==> config.mk <==
export PLATFORM = sky130hd
export DESIGN_NAME = if_stage
export DESIGN_NICKNAME = d
export VERILOG_FILES = /design/src/rtl/if_stage.sv
export SDC_FILE = /design/constraint.sdc
export NUM_CORES = 1
export LEC_CHECK = 0
export CORE_MARGIN = 2
export CORE_UTILIZATION = 45
export CTS_CLUSTER_DIAMETER = 50
export DETAILED_ROUTE_END_ITERATION = 16
export PLACE_DENSITY_LB_ADDON = 0.08
export SLEW_MARGIN = 10
export SYNTH_ARGS = -nofsm -noshare
export SYNTH_HDL_FRONTEND = slang
export SYNTH_SLANG_ARGS = --single-unit
==> constraint.sdc <==
create_clock -name clk -period 2.3 [get_ports clk]
set_input_delay 0.575 -clock clk [delete_from_list [all_inputs] [get_ports clk]]
set_output_delay 0.575 -clock clk [all_outputs]
set_load 0.005 [all_outputs]
==> src/rtl/if_stage.sv <==
// ---------------------------------------------------------------------------
// if_stage
//   Instruction-fetch stage in front of decode. Owns the program counter and
//   keeps at most one word request in flight to instruction memory. Returned
//   words go to a registered pc/inst output slot, or into a one-entry hold
//   buffer when decode is stalled. Branch redirects reported by decode
//   restart fetch at the new target.
//
// Ports
//   clk          clock, rising-edge
//   reset_n      asynchronous active-low reset
//   id_stall     decode cannot take the current output this cycle
//   br           decode reports a taken branch for the instruction on inst_out
//   branch_addr  redirect target (low two bits ignored)
//   imem_req     one-cycle request pulse to instruction memory
//   imem_addr    word-aligned request address
//   imem_rvalid  response strobe from instruction memory
//   imem_rdata   instruction word returned with imem_rvalid
//   pc_out       pc of inst_out
//   inst_out     instruction to decode (NOP_INST while inst_valid=0)
//   inst_valid   pc_out/inst_out carry a real instruction
//
// state  | meaning
// -------+-----------------------------------------------------------------
// S_IDLE | first cycle after reset, nothing issued yet
// S_REQ  | imem_req asserted for fetch_pc; hold buffer empty
// S_WAIT | request in flight, waiting for imem_rvalid
// S_HOLD | fetched word parked in hold buffer until decode consumes output
// S_DROP | request in flight belongs to a squashed path; discard response
// ---------------------------------------------------------------------------
module if_stage #(
  parameter logic [31:0] RESET_PC = 32'h0000_0000,
  parameter logic [31:0] NOP_INST = 32'h0000_0013
) (
  input  logic        clk,
  input  logic        reset_n,
  input  logic        id_stall,
  input  logic        br,
  input  logic [31:0] branch_addr,
  output logic        imem_req,
  output logic [31:0] imem_addr,
  input  logic        imem_rvalid,
  input  logic [31:0] imem_rdata,
  output logic [31:0] pc_out,
  output logic [31:0] inst_out,
  output logic        inst_valid
);

  typedef enum logic [2:0] {
    S_IDLE = 3'd0,
    S_REQ  = 3'd1,
    S_WAIT = 3'd2,
    S_HOLD = 3'd3,
    S_DROP = 3'd4
  } state_t;

  localparam logic [31:0] RESET_PC_W = {RESET_PC[31:2], 2'b00};

  state_t      state, state_nxt;
  logic [31:0] fetch_pc, fetch_pc_nxt;
  logic        hold_valid, hold_valid_nxt;
  logic [31:0] hold_pc, hold_pc_nxt;
  logic [31:0] hold_inst, hold_inst_nxt;
  logic        inst_valid_nxt;
  logic [31:0] pc_out_nxt;
  logic [31:0] inst_out_nxt;

  logic        consume;
  logic        redirect;
  logic        slot_free;
  logic [31:0] target_pc;
  logic        unused_addr_bits;

  assign consume   = inst_valid & ~id_stall;
  assign redirect  = br & consume;
  assign slot_free = ~inst_valid | consume;
  assign target_pc = {branch_addr[31:2], 2'b00};

  // Byte offset of a branch target is irrelevant to a word fetch.
  assign unused_addr_bits = ^branch_addr[1:0];

  always_comb begin
    state_nxt      = state;
    fetch_pc_nxt   = fetch_pc;
    hold_valid_nxt = hold_valid;
    hold_pc_nxt    = hold_pc;
    hold_inst_nxt  = hold_inst;
    inst_valid_nxt = inst_valid;
    pc_out_nxt     = pc_out;
    inst_out_nxt   = inst_out;

    // Decode took the current word; the slot empties unless refilled below.
    // pc_out deliberately keeps its last value.
    if (consume) begin
      inst_valid_nxt = 1'b0;
      inst_out_nxt   = NOP_INST;
    end

    case (state)
      S_IDLE: state_nxt = S_REQ;

      S_REQ: state_nxt = S_WAIT;

      S_WAIT: begin
        if (imem_rvalid) begin
          fetch_pc_nxt = fetch_pc + 32'd4;
          if (slot_free) begin
            inst_valid_nxt = 1'b1;
            pc_out_nxt     = fetch_pc;
            inst_out_nxt   = imem_rdata;
            state_nxt      = S_REQ;
          end else begin
            hold_valid_nxt = 1'b1;
            hold_pc_nxt    = fetch_pc;
            hold_inst_nxt  = imem_rdata;
            state_nxt      = S_HOLD;
          end
        end
      end

      S_HOLD: begin
        // An empty buffer here cannot happen in normal operation; fall back
        // to fetching rather than waiting forever.
        if (!hold_valid) begin
          state_nxt = S_REQ;
        end else if (consume) begin
          inst_valid_nxt = 1'b1;
          pc_out_nxt     = hold_pc;
          inst_out_nxt   = hold_inst;
          hold_valid_nxt = 1'b0;
          state_nxt      = S_REQ;
        end
      end

      S_DROP: begin
        if (imem_rvalid) state_nxt = S_REQ;
      end

      default: state_nxt = S_IDLE;
    endcase

    // Redirect overrides everything decided above for this cycle, including
    // any word that arrives in the same cycle.
    if (redirect) begin
      fetch_pc_nxt   = target_pc;
      inst_valid_nxt = 1'b0;
      inst_out_nxt   = NOP_INST;
      pc_out_nxt     = pc_out;
      hold_valid_nxt = 1'b0;
      case (state)
        S_REQ:   state_nxt = S_DROP;
        S_WAIT:  state_nxt = imem_rvalid ? S_REQ : S_DROP;
        S_DROP:  state_nxt = imem_rvalid ? S_REQ : S_DROP;
        S_HOLD:  state_nxt = S_REQ;
        default: state_nxt = S_REQ;
      endcase
    end
  end

  always_ff @(posedge clk or negedge reset_n) begin
    if (!reset_n) begin
      state      <= S_IDLE;
      fetch_pc   <= RESET_PC_W;
      hold_valid <= 1'b0;
      hold_pc    <= RESET_PC_W;
      hold_inst  <= NOP_INST;
      inst_valid <= 1'b0;
      pc_out     <= RESET_PC_W;
      inst_out   <= NOP_INST;
      imem_req   <= 1'b0;
      imem_addr  <= RESET_PC_W;
    end else begin
      state      <= state_nxt;
      fetch_pc   <= fetch_pc_nxt;
      hold_valid <= hold_valid_nxt;
      hold_pc    <= hold_pc_nxt;
      hold_inst  <= hold_inst_nxt;
      inst_valid <= inst_valid_nxt;
      pc_out     <= pc_out_nxt;
      inst_out   <= inst_out_nxt;
      // Request is registered: it is high exactly while the FSM sits in S_REQ.
      imem_req   <= (state_nxt == S_REQ);
      imem_addr  <= fetch_pc_nxt;
    end
  end

endmodule

---- Word-level counts from Yosys, hierarchy flattened ----
Cells that the tools add are included.
word-level totals
  input port bits ......................... 69
  register bits after elaboration ......... 166
  output and inout bits ................... 98
  logic and storage cells ................. 75
operators by class
  bitwise operators ....................... 7
  $add $sub $neg .......................... 1
  eq/ne operators ......................... 11
  reductions and logical operators ........ 10
  mux-type cells .......................... 37
operator list
  operator                                                         count
  32-bit two-way mux                                               13
  32-bit one-hot mux with 2 select lines                           2
  32-bit by 3-bit adder with 32-bit output, second input constant  1
  3-bit two-way mux                                                6
  3-bit one-hot mux with 5 select lines                            1
  1-bit two-way mux                                                11
  2-bit inequality test, second input constant                     4
  3-bit by 1-bit == test with 1-bit output, second input constant  2
  3-bit by 2-bit == test with 1-bit output, second input constant  2
  3-bit inequality test, second input constant                     2
  3-bit one-hot mux with 2 select lines                            1
  3-bit AND reduction                                              2
  6-bit AND reduction                                              1
  2-bit nonzero test                                               3
  1-bit inverter                                                   4
  1-bit one-hot mux with 2 select lines                            2
  3-bit == test, second input constant                             1
  3-bit zero test                                                  1
  3-bit nonzero test                                               1
  1-bit AND                                                        2
  2-bit two-way mux                                                1
  2-bit AND reduction                                              1
  2-bit OR reduction                                               1
  1-bit OR                                                         1

---- Longest topological paths before layout ----
  depth after elaboration ................. 8
  depth in mapped cells ................... 9

---- Least setup slack after synthesis ----
Ideal clock, no wire load.
  kind .................................... input to register
  start point ............................. in id_stall
  end point ............................... reg inst_out[10]
  stages on the path ...................... 9
  setup time .............................. 71 ps
  data arrival time ....................... 2084 ps
  setup slack ............................. 145 ps
  cell sequence ........................... clkbuf_1 > and3b_1 > clkbuf_1 > and2_0 > clkbuf_1 > clkbuf_1 > a21oi_1 > a2bb2oi_1 > nor2_1
between the ends
  word-level cells in the longest chain between the ends .. 7
ends and longest elaborated chain
  item                                            line      RTL
  start, declared                                 37        input logic id_stall,
  1-bit inverter *                                74        assign consume = inst_valid & ~id_stall;
  1-bit AND *                                     74
  32-bit two-way mux or 1-bit OR (tied branches)  94, 76
  32-bit two-way mux (on tied branches)           126, 107
  32-bit two-way mux (on tied branches)           124, 105
  32-bit one-hot mux with 2 select lines          99        case (state)
  32-bit two-way mux *                            144       if (redirect) begin
  net inst_out_nxt[10]                            66        logic [31:0] inst_out_nxt;
  end signal, assigned                            180       inst_out <= inst_out_nxt;
  end, declared                                   45        output logic [31:0] inst_out,
The timed path passes the listed nets; every way through them passes the cells marked *.
A chain may end at the register's enable or synchronous reset.

---- Final worst setup path ----
  start point ............................. in imem_rvalid
  end point ............................... reg fetch_pc[30]
between the ends
  word-level cells in the longest chain between the ends .. 2
ends and longest elaborated chain
  item                           line  RTL
  start, declared                42    input logic imem_rvalid,
  2-bit nonzero test (no line)   n/a
  2-bit AND reduction (no line)  n/a
  end signal, assigned           174   fetch_pc <= fetch_pc_nxt;
  end, declared                  60    logic [31:0] fetch_pc, fetch_pc_nxt;
Every way passes these cells.

==> summary.txt <==
Power
  – Comb power frac: 0.410
  – Flop pwr share: 0.370
  – Maximum VDD drop: 0.636 mV
  – Internal power: 8940 µW
  – Leak pwr: 0.00456 µW
  – Pwr/cell area: 1290 nW/µm²
  – Sw Share: 0.329
  – P_sw: approximately 4400 µW
  – Clock share of power: 0.220

Clock tree
  – Root Buffer: clkbuf_16
  – TritonCTS Sinks: 160
  – Worst skew pair latency: ~0.42 ns
  – CTS tree: yes
  – Hold_buf cts: 0
  – Clock-pin slew on the worst setup and hold paths: 0.06 ns
  – Total CTS buffers: 17
  – CTS H-tree lvls: 4
  – Buffers inserted by post-CTS timing repair: 0
  – Post-cts resize count: 0
  – Clk buf depth: 2

Route
  – DR vias: 6225
  – Post-route ant nets: 0
  – Pre-Repair DR Iteration Count: 6
  – DR vias/cell: 5.45
  – Top sig layer: met4
  – Wirelength per Cell: between 15 and 20 µm
  – Metal-1 WL: 8.39 mm
  – Met3 Routed Length: 1.28 mm
  – # DRC: 0
  – Drt total wl: approximately 20 mm
  – DR iter-0 viols: 367
  – Met2 Wirelength: 9.81 mm

STA
  – Clk_skew: ~0.0082 ns
  – Total Neg Setup Slack: 0 ns
  – Setup repair after global routing missed its margin: true
  – Final Hold Slack: 0.0872 ns
  – Tmin final: 2.25 ns
  – Max Slew Vio Count: 0
  – Fmax: approximately 450 MHz
  – Worst slew margin: 0.372
  – Final Hold Fails: 0
  – Period utilization: 0.977
  – Final setup fails: 0
  – Least-Margin Pin Slew: between 0.9 and 1 ns

Die
  – Core box area: 16500 µm²
  – I/O pins: 167
  – Die Area: 17800 µm²
  – Chip Width: approximately 130 µm
  – Standard-cell rows: 47
  – Chip height: 133 µm
  – Initial core utilization: 0.457

Synth
  – Synthesized area: 7520 µm²
  – Synth Register Bits: 160
  – Avg Cell Area, Syn: 10.3 µm²
  – Post-synthesis sequential area ratio: 0.533
  – Syn Inst Count: 732
  – Yosys Warn Count: 0
  – Number of synthesized flops with an enable pin: 0
  – Post-synth ARST share: 1.00
  – Ys flop type: dfrtp_1
  – Post-synth cell types: 48

Setup path
  – Critical path's slowest cell: or4_1
  – Stages on worst setup path: 7
  – Worst reg-to-reg path cell count: 5
  – CP max FO: 7
  – Crit path buf inv count: 2
  – Crit end category: flip-flop
  – CP peak stage delay: between 0.5 and 0.6 ns
  – CP startpoint kind: primary input
  – Crit path DAT: approximately 2.5 ns
  – Critical path class: in2reg
  – Worst EP required: 2.60 ns
  – Critical path cell sequence: clkdlybuf4s50_1 -> nand4bb_1 -> or4_1 -> buf_4 -> nor4_2 -> xnor2_1 -> o21ai_1
  – Cell family with most CP delay: simple AND/OR/NAND/NOR gates

Global route
  – Largest net degree at the start of global routing: 50
  – Initial antenna violation count: 0
  – Remaining Overflow, GRT: 0
  – First-pass GRT wire length: 32.5 mm
  – Total Routing Usage GR: 0.229
  – Vias in the first global route: between 6k and 7k

Place
  – Placer Congestion: 0.822
  – PortBufs: 160
  – Dpl hpwl: 13.9 mm

Cells and area
  – Most frequent cells in the layout: 159 x clkdlybuf4s50_1, 154 x dfrtp_1, 95 x nand2_1
  – Fillers: between 1k and 1.5k
  – Most common cell after layout, fill and taps aside: clkdlybuf4s50_1
  – Final nets: 982
  – Area grow syn2layout: 37.6%
  – Layout cell share with drive strength beyond 1: 0.167
  – Diodes inserted: 0

Flow run
  – Maxcap violations: 0

Min path
  – Min-Delay Path Class: in2async

Status
  – Status: complete, no violations
==> final cells by class <==
class                      instances  area [µm²]  area share
clock buffer                      19         443      0.0428
clock inverter                    11         165      0.0160
inverter                           4        15.0     0.00145
multi-input combinational        516        3310       0.320
sequential                       160        4010       0.388
tap                              220         275      0.0266
timing repair buffer             213        2130       0.205
==> Yosys cell counts, types with 7 or more instances <==
library cell | instances | area share
a221oi_1 | 8 | 0.0093
nor2_1 | 80 | 0.040
dfrtp_1 | 154 | 0.51
mux2_1 | 11 | 0.016
xnor2_1 | 17 | 0.020
a22oi_1 | 13 | 0.013
o21ai_0 | 10 | 0.0067
nand4_1 | 8 | 0.0067
mux2_2 | 51 | 0.076
o22ai_1 | 9 | 0.0075
xor2_1 | 10 | 0.012
nand2_1 | 96 | 0.048
a21oi_1 | 65 | 0.043
nand3_1 | 22 | 0.015
clkbuf_1 | 43 | 0.021
mux2i_1 | 30 | 0.040
nor3_1 | 8 | 0.0053
o21ai_1 | 19 | 0.013
a2bb2oi_1 | 7 | 0.0082
==> final timing paths <==
kind / endpoint / from / slack [ns]
setup reg to reg: fetch_pc[27]$_DFFE_PN0P_ / fetch_pc[10]$_DFFE_PN0P_ / 0.24
hold / removal: pc_out[10]$_DFFE_PN0P_ / reset_n / 0.09
min in group clk: hold_inst[21]$_DFFE_PN0P_ / hold_inst[21]$_DFFE_PN0P_ / 0.49
max in group asynchronous: inst_out[1]$_DFF_PN1_ / reset_n / 1.53
setup / recovery: fetch_pc[30]$_DFFE_PN0P_ / imem_rvalid / 0.05
hold reg to reg: hold_inst[21]$_DFFE_PN0P_ / hold_inst[21]$_DFFE_PN0P_ / 0.49
==> per-stage QoR <==
step                total power (µW)  cells  cell area, µm²  setup WS [ns]  utilization
floorplan                       7510    735            7530          0.145            -
global placement               10200   1112            9730         -0.322        0.591
detailed placement             10500   1112            9730         -0.341        0.591
CTS                            13400   1142           10300         0.0945        0.628
global route                   14200   1143           10300        -0.0301        0.629
finish                         13300   1143           10300         0.0535        0.629
==> metal layers <==
metal / up-vias / global-route usage
met1: 3106 / 0.297
met5: - / 0
met2: 184 / 0.386
met3: 15 / 0.0605
li1: 2920 / -
met4: 0 / 0.0544
==> power groups by stage <==
stage	Combinational (µW)	Sequential, µW	Clock (µW)
finish	5460	4930	2940
global route	6000	5100	3110
CTS	5520	4940	2980
detailed placement	5480	4980	0
global placement	5300	4910	0
floorplan	2600	4910	0
==> worst reg2reg max path, cell delays in order, from the launching register on <==
cell and delay, ns:
dfrtp_1 0.49, and4_1 0.38, nand3_1 0.44, nor4_2 0.41, xnor2_1 0.16, o21ai_1 0.07
==> state kept, by name (all words and copies together), names as in the netlist <==
| name | count |
|---|---|
| hold_inst | 32 |
| inst_out | 32 |
| fetch_pc | 30 |
| hold_pc | 30 |
| pc_out | 30 |
| state | 3 |
| hold_valid | 1 |
| imem_req | 1 |
| inst_valid | 1 |
==> cell families after synthesis <==
group                      count (synthesis)  synth area share
AOI/OAI and AO/OA                        146             0.116
xor gates and xnor gates                  27            0.0314
adders and majority gates                  1           0.00166
buffers and inverters                     59            0.0324
DFF                                      160             0.533
muxes                                     92             0.133
other                                      1          0.000499
and+or+nand+nor                          246             0.152
Power figures use the tool's default switching activity.
==> RTL change 1: new RTL, config.mk and constraints unchanged <==
The 5 states of `state_t` get a one-hot encoding in 5 bits.
--- a/src/rtl/if_stage.sv
+++ b/src/rtl/if_stage.sv
@@ -46,12 +46,12 @@
   output logic        inst_valid
 );
 
-  typedef enum logic [2:0] {
-    S_IDLE = 3'd0,
-    S_REQ  = 3'd1,
-    S_WAIT = 3'd2,
-    S_HOLD = 3'd3,
-    S_DROP = 3'd4
+  typedef enum logic [4:0] {
+    S_IDLE = 5'b00001,
+    S_REQ  = 5'b00010,
+    S_WAIT = 5'b00100,
+    S_HOLD = 5'b01000,
+    S_DROP = 5'b10000
   } state_t;
 
   localparam logic [31:0] RESET_PC_W = {RESET_PC[31:2], 2'b00};
Function: same outputs for any inputs over 4 cycles, from zero or initial values and one cycle with reset_n low; so few cycles prove little.
==> RTL change 1 against the original RTL <==
Worst setup slack better by 61 ps. Area after synthesis up 6.7%. Register-to-register slack worse by 130 ps. Via count up 2.2%. Wire length up 7.2%. Clock power down 7.5%. Count of clock-buffer cells in the layout down 1. Total power down 15%. Hold slack worse by 30 ps. Die area up 6.5%. Synthesized cell count down 5.3%. Global-route usage up 0.050 points. Sequential cell count up 2. Cell area up 4.3%. Highest routed layer unchanged.
==> RTL change 1: results (changes against the original RTL) <==
Outcome
  – Status: complete, no violations (unchanged)

Timing
  – Final setup vio count: 0 (unchanged)

Synthesis
  – Distinct cells, synth: 63 (was 48)
  – Synth cell count leaders: dfrtp_1, mux2_2, nand2_1 (was dfrtp_1, nand2_1, nor2_1)
  – Seq/Total Area, Yosys: 50.6% (was 53.3%)
  – Post-Synthesis Cells: 693 (was 732)
  – Synth area leaders: dfrtp_1, mux2_2, mux2_4, a31oi_1, nand2_1 (was dfrtp_1, mux2_2, nand2_1, a21oi_1, mux2i_1)
  – Count of flip-flops with a built-in enable after synthesis: 0 (unchanged)

Route
  – First-pass detailed-route iteration total: 4 (was 6)
  – Via density: 5.67 (was 5.45)
  – Mean routed wirelength per cell: 18.8 um (was 17.2 um)
  – Iter 0 DRT Violations: 253 (was 367)
  – DR vias: 6364 (was 6225)

Global routing
  – Largest net degree at the start of global routing: 51 (was 50)
  – Vias in the first global route: 6549 (was 6325)
  – First-pass GRT wire length: 33700 um (was 32500 um)
  – Global Route Usage Sum: 22.9% (about the same)

Clocking
  – Clock buffer depth: 2 (unchanged)
  – Root Driver: clkbuf_16 (unchanged)

Placed design
  – Routability congestion estimate: 0.854 (was 0.822)
  – Placed Cells: 1089 (was 1112)
  – Dpl hpwl: 14800 um (was 13900 um)

Worst setup path
  – Top Family by Delay on Critical Path: flip-flops (was simple AND/OR/NAND/NOR gates)
  – Worst EP arrival: 2500 ps (was 2540 ps)
  – Slowest cell on the critical path: dfstp_2 (was or4_1)
  – CP max FO: 16 (was 7)
  – Crit-path max cell delay: 630 ps (was 540 ps)

Cells and area
  – Layout Nets: 955 (was 982)
  – Layout cell share with drive strength beyond 1: 26.7% (was 16.7%)

Power and ir drop
  – Leakage power: 0.00463 uW (was 0.00456 uW)
  – NetSw: 3600 uW (was 4390 uW)
  – Maximum vdd drop: 0.000601 V (was 0.000636 V)
==> RTL change 1: changes by cell type in the layout (fill, tap and decap cells not counted), moves of 10 or more <==
cell       before  now
mux2_1         11    0
nor2_1         78   35
mux2_2         51   89
buf_4          43   53
a21oi_1        63    4
o21ai_1        19    0
a31oi_1         4   43
xnor2_1        17    2
nand2_1        95   71
o21ai_0        10   30
mux2_4          0   29
a22oi_1        13    3
o2bb2ai_1       0   22
mux2i_1        30    4
==> RTL change 1: metal layers <==
layer	track usage [%]	share of wire (%)
met4	9.05	2.2
met5	0	0
met2	37.9	49
met1	29.5	44
met3	4.89	4.7
==> RTL change 1: power by group through the flow <==
stage	clock [uW]	combinational, uW	sequential, uW
floorplan	0	2180	4260
global placement	0	4140	4360
detailed placement	0	4230	4410
CTS	2760	4260	4370
global route	2880	4590	4490
finish	2720	4250	4370
==> RTL change 1: cell type report <==
cell class / instances / area [sq um]
Fill cell: 1397 / 6560
Tap cell: 225 / 282
Timing Repair Buffer: 225 / 2240
Clock inverter: 14 / 131
Multi-Input combinational cell: 471 / 3620
Clock buffer: 18 / 429
Inverter: 8 / 30.0
Sequential cell: 162 / 4060
==> RTL change 1: timing repair <==
item                                    4_1_cts  5_1_grt
endpoints found under the setup margin        0       27
buffers inserted                              0        2
hold buffers                                  0        0
endpoints found under the hold margin         0        0
==> RTL change 1: cell families after synthesis <==
family | count (synthesis) | share of synthesized area [%]
and+or+nand+nor | 198 | 13.2
DFF | 162 | 50.6
AOI/OAI and AO/OA | 136 | 12.1
muxes | 122 | 18.4
buffers and inverters | 63 | 4.44
xor gates and xnor gates | 10 | 1.09
adders and majority gates | 1 | 0.156
other | 1 | 0.0467
==> RTL change 1: per-stage QoR <==
step | setup TNS [ps] | hold slack [ps] | area [sq um] | util, % | worst slack (ps)
floorplan | 0 | 279 | 8040 | - | 191
global placement | -8850 | 481 | 10200 | 58.9 | -165
detailed placement | -11620 | 491 | 10200 | 58.9 | -178
CTS | 0 | 55.5 | 10800 | 62.1 | 71.0
global route | 0 | 77.1 | 10800 | 62.2 | 40.0
finish | 0 | 57.4 | 10800 | 62.2 | 114
==> RTL change 1: worst paths after layout <==
path,from,endpoint,depth (start not counted)
hold reg to reg,hold_pc[29],hold_pc[29],1
setup reg to reg,state[0],pc_out[5],5
hold / removal,reset_n,inst_out[31],1
max in group asynchronous,reset_n,hold_pc[19],2
setup / recovery,state[0],pc_out[5],5
min in group clk,hold_pc[29],hold_pc[29],1
==> RTL change 2: new RTL, same flow settings <==
Made on the original files. The parameter `NOP_INST` goes from 32'h0000_0013 to 32'h00000009.
--- a/src/rtl/if_stage.sv
+++ b/src/rtl/if_stage.sv
@@ -30,7 +30,7 @@
 // ---------------------------------------------------------------------------
 module if_stage #(
   parameter logic [31:0] RESET_PC = 32'h0000_0000,
-  parameter logic [31:0] NOP_INST = 32'h0000_0013
+  parameter logic [31:0] NOP_INST = 32'h00000009
 ) (
   input  logic        clk,
   input  logic        reset_n,
Formal check against the unedited RTL: not equivalent (a bounded check fails within 4 cycles, from zero or initial values and one cycle with reset_n low).
==> RTL change 2 against the original RTL <==
Fmax increased by 5.8%. Critical path depth increased by 1. Wire length increased by 1.4%. Worst setup slack improved by 120 ps. Area after synthesis increased by 2.2%. Highest routed layer unchanged. Total power increased by 1.5%. Sequential cell count unchanged. Register-to-register slack improved by 70 ps. Cell area increased by 1.1%. Largest cell class unchanged. Largest power group unchanged.
==> RTL change 2: results (changes against the original RTL) <==
Worst setup path
  – CP max FO: 6 (was 7)
  – Worst EP arrival: 2460 ps (was 2540 ps)
  – Reg2Reg Launch Point: state[1] (was fetch_pc[10])

Timing
  – Clock skew: 7.32 ps (was 8.22 ps)
  – Max_slew headroom: 65.1% (was 37.2%)

Route
  – First-pass detailed-route iteration total: 4 (was 6)
  – Iter 0 DRT Violations: 320 (was 367)
  – Detailed Route WL: 19900 um (was 19700 um)
  – Metal3 WL: 999 um (was 1280 um)
  – WL met1: 8820 um (was 8390 um)

Global routing
  – Vias in the first global route: 6184 (was 6325)
  – Met1 global-route usage: 29.5% (was 29.7%)
  – Largest net degree at the start of global routing: 61 (was 50)
  – First-pass GRT wire length: 32100 um (was 32500 um)
  – Met2 Use GR: 37.2% (was 38.6%)

Placed design
  – Placement Cell Area: 9810 sq um (was 9730 sq um)
  – Pre-CTS WS: -251 ps (was -341 ps)
  – Routability congestion estimate: 0.787 (was 0.822)
  – Dpl hpwl: 13600 um (was 13900 um)

Synthesis
  – Synth cell count leaders: dfrtp_1, mux2_2, nand2_1 (was dfrtp_1, nand2_1, nor2_1)
  – Synth area leaders: dfrtp_1, mux2_2, a21oi_1, mux2i_1, nand2_1 (was dfrtp_1, mux2_2, nand2_1, a21oi_1, mux2i_1)
  – Seq/Total Area, Yosys: 52.1% (was 53.3%)

Cells and area
  – Layout cell share with drive strength beyond 1: 17.9% (was 16.7%)

Outcome
  – Status: complete, no violations (unchanged)

Power and ir drop
  – Maximum vdd drop: 0.000724 V (was 0.000636 V)
  – Leakage power: 0.00451 uW (was 0.00456 uW)
## RTL change 2: cell type report
type | instances | area, sq um
fillers | 1344 | 6180
repair buffers | 206 | 2120
well taps | 220 | 275
inverters | 4 | 15.0
clock buffers | 21 | 460
clock inverters | 10 | 160
multi-input cells | 499 | 3420
flip-flops and latches | 160 | 4010
## RTL change 2: final timing paths
path / end / slack [ps]
max in group asynchronous: hold_inst[2] / 1630
hold reg to reg: pc_out[27] / 490
hold / removal: pc_out[7] / 40
setup reg to reg: inst_out[17] / 310
setup / recovery: fetch_pc[21] / 180
min in group clk: pc_out[27] / 490
## RTL change 2: report_power, final
part | leakage [uW] | internal, uW | total (uW) | switching (uW)
sequential | 0.00205 | 4010 | 5080 | 1070
combinational | 0.00217 | 3070 | 5470 | 2410
clock | 0.000291 | 1870 | 2980 | 1110
total | 0.00451 | 8940 | 13500 | 4590
## RTL change 2: kinds of logic after synthesis
group / count (synthesis) / synth area share, %
DFF: 160 / 52.1
and+or+nand+nor: 188 / 12.0
buffers and inverters: 67 / 3.86
AOI/OAI and AO/OA: 180 / 14.7
adders and majority gates: 1 / 0.163
muxes: 97 / 13.8
other: 1 / 0.0488
xor gates and xnor gates: 29 / 3.30
## RTL change 2: per-stage QoR
stage                     utilization [%]  power, uW  cells  setup TNS [ps]  hold slack [ps]
final                                62.8      13500   1120               0             43.6
after global routing                 62.8      14400   1120               0             48.2
after CTS                            62.7      13700   1119               0             39.0
after detailed placement             59.0      10600   1088          -13200              480
after global placement               59.0      10400   1088          -11370              481
after floorplan                         -       7760    726               0              279
## RTL change 2: what timing repair did
action	in CTS	in global routing
endpoints found under the hold margin	0	0
setup endpoints to repair	0	3
gates resized for setup	0	2
